## config.mk

```make
export PLATFORM = sky130hd
export DESIGN_NAME = multicycle_control_unit_flat
export DESIGN_NICKNAME = d
export VERILOG_FILES = /design/src/rtl/multicycle_control_unit_pkg.sv /design/src/rtl/multicycle_control_unit_if.sv /design/src/rtl/multicycle_control_unit_decode.sv /design/src/rtl/multicycle_control_unit.sv /design/src/flat_wrapper.sv
export SDC_FILE = /design/constraint.sdc
export NUM_CORES = 1
export LEC_CHECK = 0
export CAP_MARGIN = 0
export CORE_MARGIN = 2
export CORE_UTILIZATION = 50
export CTS_CLUSTER_SIZE = 14
export DETAILED_ROUTE_END_ITERATION = 16
export PLACE_DENSITY = 0.86
export REMOVE_ABC_BUFFERS = 1
export SETUP_SLACK_MARGIN = 0.3
export SLEW_MARGIN = 40
export SYNTH_ARGS = -nofsm -noshare
export SYNTH_HDL_FRONTEND = slang
export SYNTH_SLANG_ARGS = --single-unit
```

## constraint.sdc

```tcl
create_clock -name clk -period 5.6 [get_ports clk]
set_input_delay 1.12 -clock clk [delete_from_list [all_inputs] [get_ports clk]]
set_output_delay 1.12 -clock clk [all_outputs]
set_load 0.01 [all_outputs]
```

## src/rtl/multicycle_control_unit_pkg.sv

```systemverilog
// Shared types and encodings for the multi-cycle control unit: FSM states,
// instruction classes, opcode / ALU / writeback-mux codes.
package cu_pkg;

  typedef enum logic [1:0] {
    IDLE = 2'd0,
    EXEC = 2'd1,
    MEM  = 2'd2,
    WB   = 2'd3
  } cu_state_e;

  typedef enum logic [1:0] {
    CLS_ALU   = 2'd0,
    CLS_LOAD  = 2'd1,
    CLS_STORE = 2'd2,
    CLS_NOP   = 2'd3
  } cu_class_e;

  // Opcodes are zero-extended to OPCODE_W at the point of use.
  localparam int OP_ADD   = 0;
  localparam int OP_SUB   = 1;
  localparam int OP_LOAD  = 2;
  localparam int OP_STORE = 3;
  localparam int OP_NOP   = 4;

  localparam int ALU_ADD = 0;
  localparam int ALU_SUB = 1;

  localparam int MUX_ALU     = 0;
  localparam int MUX_ALU_SUB = 1;
  localparam int MUX_MEM     = 2;

endpackage

```

## src/rtl/multicycle_control_unit_if.sv

```systemverilog
// Instruction handshake, memory acknowledge and datapath control lines.
// slave = control unit side, master = instruction source / datapath side.
interface cu_if #(
  parameter int OPCODE_W  = 4,
  parameter int ALU_OP_W  = 2,
  parameter int MUX_SEL_W = 2
);
  logic                 instr_valid;
  logic [OPCODE_W-1:0]  opcode;
  logic                 instr_ready;
  logic                 mem_ack;
  logic                 reg_write_enable;
  logic [ALU_OP_W-1:0]  alu_op;
  logic                 mem_read;
  logic                 mem_write;
  logic [MUX_SEL_W-1:0] mux_sel;
  logic                 illegal_op;
  logic                 mem_fault;

  modport slave (
    input  instr_valid, opcode, mem_ack,
    output instr_ready, reg_write_enable, alu_op, mem_read, mem_write,
           mux_sel, illegal_op, mem_fault
  );

  modport master (
    output instr_valid, opcode, mem_ack,
    input  instr_ready, reg_write_enable, alu_op, mem_read, mem_write,
           mux_sel, illegal_op, mem_fault
  );
endinterface

```

## src/rtl/multicycle_control_unit_decode.sv

```systemverilog
// Combinational opcode lookup: instruction class, ALU operation, writeback
// source and legality.
module cu_decode
  import cu_pkg::*;
#(
  parameter int OPCODE_W  = 4,
  parameter int ALU_OP_W  = 2,
  parameter int MUX_SEL_W = 2
) (
  input  logic [OPCODE_W-1:0]  i_opcode,
  output cu_class_e            o_class,
  output logic [ALU_OP_W-1:0]  o_alu_op,
  output logic [MUX_SEL_W-1:0] o_mux_sel,
  output logic                 o_legal
);

  always_comb begin
    o_class   = CLS_NOP;
    o_alu_op  = ALU_OP_W'(ALU_ADD);
    o_mux_sel = MUX_SEL_W'(MUX_ALU);
    o_legal   = 1'b0;
    case (i_opcode)
      OPCODE_W'(OP_ADD): begin
        o_class = CLS_ALU;
        o_legal = 1'b1;
      end
      OPCODE_W'(OP_SUB): begin
        o_class   = CLS_ALU;
        o_alu_op  = ALU_OP_W'(ALU_SUB);
        o_mux_sel = MUX_SEL_W'(MUX_ALU_SUB);
        o_legal   = 1'b1;
      end
      // Memory ops use the ALU adder for address generation.
      OPCODE_W'(OP_LOAD): begin
        o_class   = CLS_LOAD;
        o_mux_sel = MUX_SEL_W'(MUX_MEM);
        o_legal   = 1'b1;
      end
      OPCODE_W'(OP_STORE): begin
        o_class = CLS_STORE;
        o_legal = 1'b1;
      end
      OPCODE_W'(OP_NOP): begin
        o_class = CLS_NOP;
        o_legal = 1'b1;
      end
      default: ;
    endcase
  end

endmodule

```

## src/rtl/multicycle_control_unit.sv

```systemverilog
// Multi-cycle control unit: IDLE -> EXEC -> (MEM) -> (WB) sequencing with a
// valid/ready instruction handshake and a bounded wait on the memory ack.
module multicycle_control_unit
  import cu_pkg::*;
#(
  parameter int OPCODE_W    = 4,
  parameter int ALU_OP_W    = 2,
  parameter int MUX_SEL_W   = 2,
  parameter int MEM_TIMEOUT = 16
) (
  input logic clk,
  input logic rst_n,
  cu_if.slave bus
);
  localparam int CNT_W = $clog2(MEM_TIMEOUT + 1);

  cu_state_e            r_state, w_state_next;
  logic [CNT_W-1:0]     r_cnt, w_cnt_next;
  logic [OPCODE_W-1:0]  r_opcode, w_opcode_next;
  logic                 r_fault, w_fault_next;

  cu_class_e            w_class;
  logic [ALU_OP_W-1:0]  w_alu_op;
  logic [MUX_SEL_W-1:0] w_mux_sel;
  logic                 w_legal;
  logic                 w_ready;

  cu_decode #(
    .OPCODE_W  (OPCODE_W),
    .ALU_OP_W  (ALU_OP_W),
    .MUX_SEL_W (MUX_SEL_W)
  ) u_decode (
    .i_opcode  (r_opcode),
    .o_class   (w_class),
    .o_alu_op  (w_alu_op),
    .o_mux_sel (w_mux_sel),
    .o_legal   (w_legal)
  );

  // Ready is the only output that looks past the state: it stays low while reset is held.
  assign w_ready         = rst_n && (r_state == IDLE);
  assign bus.instr_ready = w_ready;
  assign bus.mem_fault   = r_fault;

  always_ff @(posedge clk or negedge rst_n) begin
    if (!rst_n) begin
      r_state  <= IDLE;
      r_cnt    <= '0;
      r_opcode <= '0;
      r_fault  <= 1'b0;
    end else begin
      r_state  <= w_state_next;
      r_cnt    <= w_cnt_next;
      r_opcode <= w_opcode_next;
      r_fault  <= w_fault_next;
    end
  end

  always_comb begin
    w_state_next         = r_state;
    w_cnt_next           = r_cnt;
    w_opcode_next        = r_opcode;
    w_fault_next         = 1'b0;
    bus.reg_write_enable = 1'b0;
    bus.alu_op           = '0;
    bus.mem_read         = 1'b0;
    bus.mem_write        = 1'b0;
    bus.mux_sel          = '0;
    bus.illegal_op       = 1'b0;
    case (r_state)
      IDLE: begin
        if (bus.instr_valid && w_ready) begin
          w_opcode_next = bus.opcode;
          w_state_next  = EXEC;
        end
      end
      EXEC: begin
        w_cnt_next = '0;
        if (!w_legal) begin
          bus.illegal_op = 1'b1;
          w_state_next   = IDLE;
        end else begin
          bus.alu_op = w_alu_op;
          case (w_class)
            CLS_ALU:             w_state_next = WB;
            CLS_LOAD, CLS_STORE: w_state_next = MEM;
            default:             w_state_next = IDLE;
          endcase
        end
      end
      MEM: begin
        bus.mem_read  = (w_class == CLS_LOAD);
        bus.mem_write = (w_class == CLS_STORE);
        // An ack in the last counted cycle takes priority over the timeout.
        if (bus.mem_ack) begin
          w_state_next = (w_class == CLS_LOAD) ? WB : IDLE;
        end else if (r_cnt == CNT_W'(MEM_TIMEOUT - 1)) begin
          w_state_next = IDLE;
          w_fault_next = 1'b1;
        end else begin
          w_cnt_next = r_cnt + 1'b1;
        end
      end
      WB: begin
        bus.reg_write_enable = 1'b1;
        bus.mux_sel          = w_mux_sel;
        w_state_next         = IDLE;
      end
      default: w_state_next = IDLE;
    endcase
  end

endmodule

```

## src/flat_wrapper.sv

```systemverilog
// flat-port wrapper written by rule: the top's interface ports become plain ports
module multicycle_control_unit_flat import cu_pkg::*;
#(
  parameter int OPCODE_W    = 4,
  parameter int ALU_OP_W    = 2,
  parameter int MUX_SEL_W   = 2,
  parameter int MEM_TIMEOUT = 16
)
  (clk, rst_n, bus_instr_valid, bus_opcode, bus_mem_ack, bus_instr_ready, bus_reg_write_enable, bus_alu_op, bus_mem_read, bus_mem_write, bus_mux_sel, bus_illegal_op, bus_mem_fault);
  cu_if #(.OPCODE_W(OPCODE_W), .ALU_OP_W(ALU_OP_W), .MUX_SEL_W(MUX_SEL_W)) bus_i ();
  input logic clk;
  input logic rst_n;
  input wire logic [$bits(bus_i.instr_valid)-1:0] bus_instr_valid;
  input wire logic [$bits(bus_i.opcode)-1:0] bus_opcode;
  input wire logic [$bits(bus_i.mem_ack)-1:0] bus_mem_ack;
  output wire logic [$bits(bus_i.instr_ready)-1:0] bus_instr_ready;
  output wire logic [$bits(bus_i.reg_write_enable)-1:0] bus_reg_write_enable;
  output wire logic [$bits(bus_i.alu_op)-1:0] bus_alu_op;
  output wire logic [$bits(bus_i.mem_read)-1:0] bus_mem_read;
  output wire logic [$bits(bus_i.mem_write)-1:0] bus_mem_write;
  output wire logic [$bits(bus_i.mux_sel)-1:0] bus_mux_sel;
  output wire logic [$bits(bus_i.illegal_op)-1:0] bus_illegal_op;
  output wire logic [$bits(bus_i.mem_fault)-1:0] bus_mem_fault;
  assign bus_i.instr_valid = bus_instr_valid;
  assign bus_i.opcode = bus_opcode;
  assign bus_i.mem_ack = bus_mem_ack;
  assign bus_instr_ready = bus_i.instr_ready;
  assign bus_reg_write_enable = bus_i.reg_write_enable;
  assign bus_alu_op = bus_i.alu_op;
  assign bus_mem_read = bus_i.mem_read;
  assign bus_mem_write = bus_i.mem_write;
  assign bus_mux_sel = bus_i.mux_sel;
  assign bus_illegal_op = bus_i.illegal_op;
  assign bus_mem_fault = bus_i.mem_fault;
  multicycle_control_unit #(.OPCODE_W(OPCODE_W), .ALU_OP_W(ALU_OP_W), .MUX_SEL_W(MUX_SEL_W), .MEM_TIMEOUT(MEM_TIMEOUT)) u_core (.clk(clk), .rst_n(rst_n), .bus(bus_i));
endmodule
```

After elaboration in Yosys (flattened, before gate mapping):

Cells that the tools add are included.

* register bits after elaboration: 12
* input bits: 8
* output and inout bits: 10
* word-level logic and storage cells: 56

* $add $sub $neg: 1
* eq/ne operators: 14
* mux-type cells: 25
* reductions and logical operators: 12

Operators with widths (count)
* 2-bit two-way mux: 7
* 1-bit two-way mux: 11
* 5-bit two-way mux: 2
* 5-bit case mux with 2 select lines: 1
* 4-bit by 2-bit == test with 1-bit output (second input constant): 2
* 2-bit case mux with 2 select lines: 2
* 2-bit case mux with 4 select lines: 1
* 2-bit == test (second input constant): 3
* 2-bit != test (second input constant): 3
* 2-bit case mux with 3 select lines: 1
* 5-bit by 1-bit adder with 5-bit output (second input constant): 1
* 5-bit by 4-bit == test with 1-bit output (second input constant): 1
* 5-bit OR reduction: 1
* 2-bit by 1-bit == test with 1-bit output (second input constant): 2
* 4-bit by 1-bit == test with 1-bit output (second input constant): 1
* 4-bit by 3-bit == test with 1-bit output (second input constant): 1
* 2-bit logical NOT: 2
* 4-bit logical NOT: 1
* 2-bit AND reduction: 2
* 2-bit OR reduction: 2
* 3-bit by 2-bit != test with 1-bit output (second input constant): 1
* 3-bit AND reduction: 1
* 1-bit logical AND: 2
* 2-bit nonzero test: 1

Logic depth before layout (Yosys ltp):

* word-level depth: 8
* mapped depth: 7

Hierarchy:

Synthesis repeated with hierarchy kept, for this count alone.

* cells, all modules: 82
* area total of the unflattened synthesis: 807.0 um2

Modules (own cells, without submodules)
* multicycle_control_unit: instances 1, cells an instance 70, area each 740.7 um2, seq. area each 300.3 um2
* cu_decode: instances 1, cells an instance 12, area each 66.3 um2, seq. area each 0.0 um2

Worst setup path before layout:

No wires, ideal clock.

* kind: in2out
* from: in rst_n
* to: out bus_instr_ready
* data arrival time: 1.266 ns
* required time: 4.480 ns
* slack: 3.214 ns
* stages: 1
* buffers on the path: 0
* path through: and2_1

* word-level cells in the longest chain between the ends: 1

RTL lines
* start, declared: line flat_wrapper.sv:12 `input logic rst_n;`
* 1-bit logical AND: line multicycle_control_unit.sv:41 `assign w_ready = rst_n && (r_state == IDLE);`
* end, declared: line flat_wrapper.sv:16 `output wire logic [$bits(bus_i.instr_ready)-1:0] bus_instr_ready;`

Every way passes these cells.

Worst setup path in the final report:

Ends and elaborated chain as after synthesis.

==> run_results.csv <==
group,metric,value,unit
floorplanning,die_x,41.17,um
pwr,leakage,0.3803,nW
pwr,vdd_drop_max,225.4,uV
sta,tightest_slew,0.5501,ns
clock_tree,postCtsSetupRepairBufs,0,
grt,grt_max_degree,15,
finish,diodes,0,
floorplanning,io_pins,18,
placed_design,port_buffers,16,
floorplanning,num_rows,13,
logic_synthesis,synth_edf_count,0,
placed_design,dp_hpwl,1008,um
setup_path,crit_fanout,14,
finish,drive_above_1_share,6.742,%
logic_synthesis,ys.flop_type,"dfrtp_1",
floorplanning,start_util,53.08,%
clock_tree,clockBufferDepth,2,
setup_path,worstPathArrival,2.68,ns
sta,fin_crit_sh,67.88,%
sta,slew_viol_final,0,
grt,grt_usage,21.49,%
sta,rsz0062_at_grt,"no",
clock_tree,ctsResizeCount,0,
detailed_routing,routed_wl,1322,um
placed_design,place_area,842.1,sq um
logic_synthesis,synth_area_leaders,"dfrtp_1 43%, mux2_1 6.5%, nand2_1 3.8%",
detailed_routing,drcViolationCount,0,
logic_synthesis,ys_seq_elements,12,
pwr,switching_share,36.80,%
grt,overflow,0,
logic_synthesis,ys_seq_area_share,43.48,%
logic_synthesis,yosys.area.top_type,"dfrtp_1",
logic_synthesis,synth_cell_types,33,
placed_design,place_congestion,0.8204,
pwr,p_seq_share,47.4,%
hold_path,hold_path.class,"reg -> reg",
grt,first_global_vias,532,
logic_synthesis,ys.warnings.count,0,
logic_synthesis,synth.top_cell.area_share,43.48,%
sta,finalHoldViolCount,0,
clock_tree,clk_pin_slew,0.07,ns
grt,antenna_found_initial,0,
sta,slew_headroom,63.21,%
finish,fillers,96,
setup_path,cp.required,4.48,ns
clock_tree,cts_tree,"done",
sta,fmax,263.1,MHz
setup_path,path_class,"in -> out",
clock_tree,cts_buffers,3,
logic_synthesis,synth_most_common_cell,"dfrtp_1",
logic_synthesis,netlist_area,690.7,sq um
logic_synthesis,syn_inst,74,
finish,stdcell_area,878.3,sq um
finish,nNetsFinal,100,
detailed_routing,ant_nets,0,
setup_path,crit_path_start_kind,"input port",
finish,area_growth,27.17,%
pwr,pwr-share-clk,22.3,%
logic_synthesis,async_flop_share,100.0,%
clock_tree,clk_latency,0.28,ns
grt,grt_pass1_wl,2277,um
finish,ff_latch_area,300.3,sq um
clock_tree,cts_sinks,12,
pwr,p_comb_share,30.3,%
flow_run,drv_cap,0,
sta,setup_viol,0,
detailed_routing,vias,595,
status,status,"complete, no violations",
sta,clock_skew,0.002996,ns
clock_tree,cts.htree.levels,1,
sta,finalSetupTns,0,ns
clock_tree,cts_hold_buf,0,
pwr,p_int,0.0001998,W
detailed_routing,dr.pass1.iters,4,
clock_tree,root_buffer,"clkbuf_4",
detailed_routing,via_per_inst,5.721,
floorplanning,die_y,41.17,um
logic_synthesis,avgSynthCellArea,9.333,sq um
detailed_routing,drt_iter0_markers,16,
floorplanning,fp.coreArea,1301,sq um
pwr,p_per_area,359.9,nW/um^2
detailed_routing,wl_per_cell,12.71,um
floorplanning,dieArea,1695,sq um
sta,period_needed,3.801,ns
logic_synthesis,ys_top_cells_by_count,"12 x dfrtp_1, 7 x nand2_1, 6 x inv_1",
finish,multi_input_comb_area,340.3,sq um
pwr,p_sw,0.0001163,W
setup_path,end_kind,"output port",
## flip-flops by register name, indices dropped and copies added (netlist names)
| name | cells |
|---|---|
| u_core.bus.mem_fault | 1 |
| u_core.r_state | 2 |
| u_core.r_opcode | 4 |
| u_core.r_cnt | 5 |
## power groups by stage
stage / logic (W) / registers (W) / clock network [W]
2_1_floorplan: 0.0000657 / 0.000139 / 0
3_3_place_gp: 0.0000934 / 0.000148 / 0
3_5_place_dp: 0.0000973 / 0.000151 / 0
4_1_cts: 0.0000971 / 0.000149 / 0.0000721
5_1_grt: 0.000108 / 0.000156 / 0.0000750
6_report: 0.0000958 / 0.000150 / 0.0000705
## layer usage
layer	vias up	routed length (um)	GRT usage, %
met1	274	560	28.04
met2	25	646	32.03
met4	0	19	9.677
met5	-	0	0
met3	2	95	7.065
li1	294	-	-
## worst paths after layout
check,slack [ns],cells past startpoint,start,endpoint
worst max-delay path,1.80,3,rst_n,bus_instr_ready
worst min-delay path,0.54,2,u_core.r_cnt[3],u_core.r_cnt[3]
worst max register to register,3.53,6,u_core.r_cnt[0],u_core.r_cnt[3]
worst min register to register,0.54,2,u_core.r_cnt[3],u_core.r_cnt[3]
max in group asynchronous,4.04,1,rst_n,u_core.bus.mem_fault
min in group asynchronous,1.19,1,rst_n,u_core.r_opcode[3]
## placed cells by master, fill, tap and decap left out, drive strengths merged
master / n
a211o: 1
nor3: 3
nor3b: 1
and2: 1
and3: 2
o32ai: 1
a221o: 1
or4b: 1
conb: 1
o311ai: 1
dfrtp: 12
nand3: 2
a21o: 1
or4: 1
nor4: 1
a21oi: 3
inv: 6
nor4b: 2
mux2: 4
nor2: 5
o21ai: 4
or2: 1
o31a: 1
clkdlybuf4s50: 16
nand2: 7
ha: 2
nand2b: 2
o311a: 1
a2bb2oi: 1
clkbuf: 4
## area by class of cell
type | count | share of cell area, %
clock buffer | 4 | 4.131
inverter | 6 | 2.564
multi-input combinational | 51 | 38.75
sequential | 12 | 34.19
tap | 15 | 2.137
timing repair buffer | 16 | 18.23
## stage by stage
step                      power (W)  hold slack, ns  std cells  utilization (%)  setup WS, ns
after global placement    0.0002411          0.4918        100            64.71         1.761
after detailed placement  0.0002478          0.5265        100            64.71         1.762
after CTS                 0.0003179          0.5438        104            67.50         1.747
final                     0.0003161          0.5432        104            67.50         1.799
after floorplan           0.0002049          0.4747         69                -         3.214
after global routing      0.0003391          0.5830        104            67.50         1.637
## critical path, cell delays in order
cell and delay (ns):
clkdlybuf4s50_1 0.82, and2_1 0.21, clkdlybuf4s50_1 0.53
## kinds of logic (layout without fill, tap and decap cells)
kind of cell    after synthesis  in the layout  share of synthesized area (%)
simple gates                 29             29                          23.01
compound gates               15             15                          15.58
flops                        12             12                          43.48
buf+inv                      11             26                          7.245
mux                           4              4                          6.521
fa+ha+maj                     2              2                          3.623
other cells                   1              1                         0.5430
(Power assumes the default switching activity.)
